### src/rtl/dot_product_accumulator.sv
// Sums K consecutive 8-bit products into one dot product and holds it on a valid/ready port.
// Optional DOT_ACC_FLUSH_EN adds a flush input that discards a partial sum.

// state | meaning
// ACCUM | accepting products, acc/cnt hold the partial sum
// HOLD  | finished sum on out_data, waiting for out_ready
module dot_product_accumulator #(
  parameter int K     = 4,
  parameter int ACC_W = 10,
  parameter int IDX_W = 2
) (
  input  logic             clk,
  input  logic             rst,
  input  logic [7:0]       prod,
  input  logic             in_valid,
  output logic             in_ready,
  output logic [IDX_W-1:0] term_idx,
  output logic [ACC_W-1:0] out_data,
  output logic             out_valid,
  input  logic             out_ready
`ifdef DOT_ACC_FLUSH_EN
  ,
  input  logic             flush
`endif
);

  localparam logic [IDX_W-1:0] LAST = IDX_W'(K - 1);

  typedef enum logic {ACCUM, HOLD} state_t;

  state_t           state, state_nxt;
  logic [ACC_W-1:0] acc, acc_nxt, acc_sum;
  logic [IDX_W-1:0] cnt, cnt_nxt;
  logic [ACC_W-1:0] out_data_nxt;
  logic             out_valid_nxt;
  logic             flush_i;
  logic             accept;

`ifdef DOT_ACC_FLUSH_EN
  assign flush_i = flush;
`else
  assign flush_i = 1'b0;
`endif

  // in_ready depends only on state, rst and flush, never on in_valid
  assign in_ready = (state == ACCUM) && !rst && !flush_i;
  assign accept   = in_valid && in_ready;
  assign term_idx = cnt;
  assign acc_sum  = acc + ACC_W'(prod);

  always_ff @(posedge clk or posedge rst) begin
    if (rst) begin
      state     <= ACCUM;
      acc       <= '0;
      cnt       <= '0;
      out_data  <= '0;
      out_valid <= 1'b0;
    end else begin
      state     <= state_nxt;
      acc       <= acc_nxt;
      cnt       <= cnt_nxt;
      out_data  <= out_data_nxt;
      out_valid <= out_valid_nxt;
    end
  end

  always_comb begin
    state_nxt     = state;
    acc_nxt       = acc;
    cnt_nxt       = cnt;
    out_data_nxt  = out_data;
    out_valid_nxt = out_valid;
    case (state)
      ACCUM: begin
        if (flush_i) begin
          acc_nxt = '0;
          cnt_nxt = '0;
        end else if (accept) begin
          if (cnt == LAST) begin
            out_data_nxt  = acc_sum;
            out_valid_nxt = 1'b1;
            acc_nxt       = '0;
            cnt_nxt       = '0;
            state_nxt     = HOLD;
          end else begin
            acc_nxt = acc_sum;
            cnt_nxt = cnt + IDX_W'(1);
          end
        end
      end
      HOLD: begin
        if (out_ready) begin
          out_valid_nxt = 1'b0;
          state_nxt     = ACCUM;
        end
      end
      default: state_nxt = ACCUM;
    endcase
  end

endmodule

### config.mk
export PLATFORM = sky130hd
export DESIGN_NAME = dot_product_accumulator
export DESIGN_NICKNAME = d
export VERILOG_FILES = /design/src/rtl/dot_product_accumulator.sv
export SDC_FILE = /design/constraint.sdc
export NUM_CORES = 1
export LEC_CHECK = 0
export ABC_CLOCK_PERIOD_IN_PS = 4500
export CORE_UTILIZATION = 34
export CTS_CLUSTER_SIZE = 12
export DETAILED_ROUTE_END_ITERATION = 7
export SLEW_MARGIN = 30
export SYNTH_ARGS = -nofsm -noshare
export SYNTH_HDL_FRONTEND = slang
export SYNTH_SLANG_ARGS = --single-unit
### constraint.sdc
create_clock -name clk -period 4.5 [get_ports clk]
set_clock_uncertainty 0.05 [all_clocks]
set_input_delay 0.45 -clock clk [delete_from_list [all_inputs] [get_ports clk]]
set_output_delay 0.45 -clock clk [all_outputs]
set_load 0.02 [all_outputs]
==> qor.txt <==
Std cell rows: 21
GPL Wtd Cong: 0.7610
Via count: 929
Design area: 1649 sq um
Relative slew slack: 63.02%
Gr ovfl total: 0
Slew Viols, Final: 0
# fillers: 330
Gr usage total: 14.07%
Worst hold start: out_data[9]$_DFFE_PP0P_
Post-CTS Setup Bufs: 0
CP Launch Type: input pin
Maxcap violations: 0
Reg-to-reg slack, setup: 2460 ps
Crit-path slowest cell: clkdlybuf4s50_1
Total iterations of the first detailed-routing run: 4
Static Leak: 0.0007380 uW
I/O pin count: 26
Detail Placement HPWL: 1915 um
Final Critical Period: 2317 ps
Antenna Nets Post-Route: 0
Pin count of the biggest net entering global routing: 25
Syn Nets: 138
Routed len/inst: 13.59 um
Number of antenna violations at the first check in global routing: 0
Share of post-route cells with drive strength above 1: 13.99%
FF-to-FF path depth: 8
PwrDens: 713.7 nW/um^2
Nets: 166
Skew-Pair Late Insertion Delay: 260 ps
CTS Buf Count: 3
TNS Setup: 0 ps
Max H-tree Level: 1
Die width: 63.33 um
Yosys cell types: 34
CTS max path bufs: 2
Vias in the first global route: 947
Global-route wire length before repair: 4381 um
Endpoint of the worst register-to-register path: out_data[8]$_DFFE_PP0P_
Area Overhead vs Synth: 28.96%
Die ar.: 4010 sq um
Hold Vio Cnt, Final: 0
Syn avg cell area: 11.02 sq um
Max VDD drop: 0.2688 mV
WL final: 2568 um
Placed Area: 1578 sq um
RSZ-0062 raised after global routing: no
Status: complete, no violations
Part of the cycle the worst path needs: 51.49%
Final setup margin: 2183 ps
Drt drc: 0
Vias per cell: 4.915
Initial Util: 36.87%
Final setup fails: 0
Worst Path Arrival: 2440 ps
Endpoint class of the critical path: flop
Worst Hold Class: flop to flop
FF+latch count, synth: 24
Post-Place Setup Slack: 1920 ps
Max incr delay on CP: 460 ps
Height of the die: 63.33 um
Critical path peak fanout: 4
Data required, critical path: 4620 ps
Clock transition at path regs: 90 ps
WHS Path Cells: 2
Clk root buf: clkbuf_8
Worst Hold Endpoint: out_data[9]$_DFFE_PP0P_
Post-Syn Area: 1279 sq um
DR iter-0 viols: 15
WS Path Type: input pin to flop
Max Fclk: 431.6 MHz
Sequential fraction of the synthesis area: 46.97%
Post-CTS Resized: 0
Port Buffers: 25
Core ar.: 3468 sq um
# clock sinks: 24
R2R Path Start: acc[0]$_DFFE_PP0P_
Post-synthesis cell count: 116
Yosys warning count: 0
Worst Tran Pin Value: 553.4 ps
TritonCTS clock tree: yes
Critical-path cell list: clkdlybuf4s50_1 > ha_1 > inv_1 > fa_1 > nor2b_1 > o31a_1 > o211ai_2 > and3_1 > o31ai_1
ANT cells: 0
Hold-fix buffers at CTS: 0
==> per-stage QoR <==
stage | total power (uW) | util, % | cells | hold slack [ps]
final | 1177 | 47.55 | 189 | 438.1
after global routing | 1269 | 47.55 | 189 | 483.3
after CTS | 1189 | 47.55 | 189 | 444.3
after detailed placement | 996.9 | 45.49 | 185 | 422.3
after global placement | 979.9 | 45.49 | 185 | 408.5
after floorplan | 784.8 | - | 116 | 402.6
==> layout make-up <==
| type | count | area, sq um | share of cell area [%] |
|---|---|---|---|
| clock buffers | 3 | 41.29 | 2.504 |
| clock inverters | 1 | 30.03 | 1.821 |
| inverters | 7 | 26.28 | 1.593 |
| multi-input cells | 83 | 643.1 | 39.00 |
| flip-flops and latches | 24 | 600.6 | 36.42 |
| well taps | 46 | 57.56 | 3.490 |
| repair buffers | 25 | 250.2 | 15.17 |
==> registers in the layout (all words and copies together) (netlist names) <==
name       flops
term_idx       2
out_data      10
acc           10
out_valid      1
state          1
==> where the power goes <==
group          leakage (uW)  switching, uW  total [uW]  internal, uW
Clock             0.0000357           71.2         190           119
Sequential         0.000295           59.3         375           316
Combinational      0.000407            313         612           299
==> worst max-delay path by stage <==
stage               depth (start not counted)     from                 endpoint  slack, ps
global route                                9  prod[0]  out_data[8]$_DFFE_PP0P_       2020
global placement                            9  prod[0]  out_data[8]$_DFFE_PP0P_       1940
CTS                                         9  prod[0]  out_data[8]$_DFFE_PP0P_       2200
detailed placement                          9  prod[0]  out_data[8]$_DFFE_PP0P_       1920
floorplan                                   8  prod[0]  out_data[8]$_DFFE_PP0P_       2510
finish                                      9  prod[0]  out_data[8]$_DFFE_PP0P_       2180
==> kinds of logic (layout without fill, tap and decap cells) <==
group	after synthesis	in the layout	synth area share, %
buffers and inverters	9	36	2.739
flip-flops	24	24	46.97
XOR/XNOR	7	7	4.795
adder cells (fa/ha/maj)	10	10	10.37
multiplexers	7	7	6.165
AND/OR/NAND/NOR	23	23	8.121
AO/OA/AOI/OAI	36	36	20.84
==> metal layers <==
layer | GRT usage, % | up-vias | wire length (um)
li1 | - | 473 | -
met1 | 18.86 | 438 | 1266
met2 | 22.61 | 16 | 1211
met3 | 2.899 | 2 | 71
met4 | 4.261 | 0 | 19
met5 | 0 | - | 0
==> synthesized netlist by cell type <==
cell | number | area (sq um)
buf_2 | 1 | 5.000
dfrtp_1 | 24 | 600.6
inv_1 | 7 | 26.28
clkbuf_1 | 1 | 3.750
a2bb2oi_1 | 1 | 8.760
and4_1 | 1 | 8.760
o21ai_0 | 7 | 35.03
a22o_1 | 4 | 35.03
o21a_1 | 1 | 7.510
nand3_1 | 1 | 5.000
a22o_2 | 1 | 10.01
o211ai_2 | 1 | 12.51
o31a_1 | 1 | 8.760
mux2_2 | 7 | 78.83
nand3_2 | 1 | 10.01
a31o_2 | 1 | 8.760
nand2_1 | 14 | 52.55
xor2_1 | 3 | 26.28
nor2b_1 | 1 | 6.260
o21ai_2 | 1 | 8.760
nor2_1 | 4 | 15.01
a21o_1 | 1 | 7.510
a21o_2 | 2 | 17.52
xnor2_1 | 4 | 35.03
o31ai_1 | 4 | 30.03
a211o_1 | 1 | 8.760
a211oi_2 | 1 | 12.51
and3_1 | 1 | 6.260
fa_1 | 1 | 20.02
o211a_1 | 1 | 10.01
a31oi_1 | 2 | 12.51
ha_1 | 9 | 112.6
a21oi_1 | 5 | 25.02
o211ai_1 | 1 | 7.510
==> critical path, delay by kind of cell <==
family / cells / cell delay (ps)
adder cells (fa/ha/maj): 2 / 600
AND/OR/NAND/NOR: 2 / 360
buffers and inverters: 2 / 530
AO/OA/AOI/OAI: 3 / 520
==> cells in the final DEF (no fill, tap or decap), drive strengths merged <==
master	instances
o31ai	4
xor2	3
a31o	1
o21a	1
nand2	14
clkbuf	3
inv	7
nand3	2
a22o	5
xnor2	4
a211oi	1
clkdlybuf4s50	25
nor2	4
and4	1
a21oi	5
a2bb2oi	1
a31oi	2
o21ai	8
o211a	1
a21o	3
bufinv	1
mux2	7
and3	1
o31a	1
a211o	1
ha	9
dfrtp	24
nor2b	1
fa	1
o211ai	2
Power figures use the tool's default switching activity.
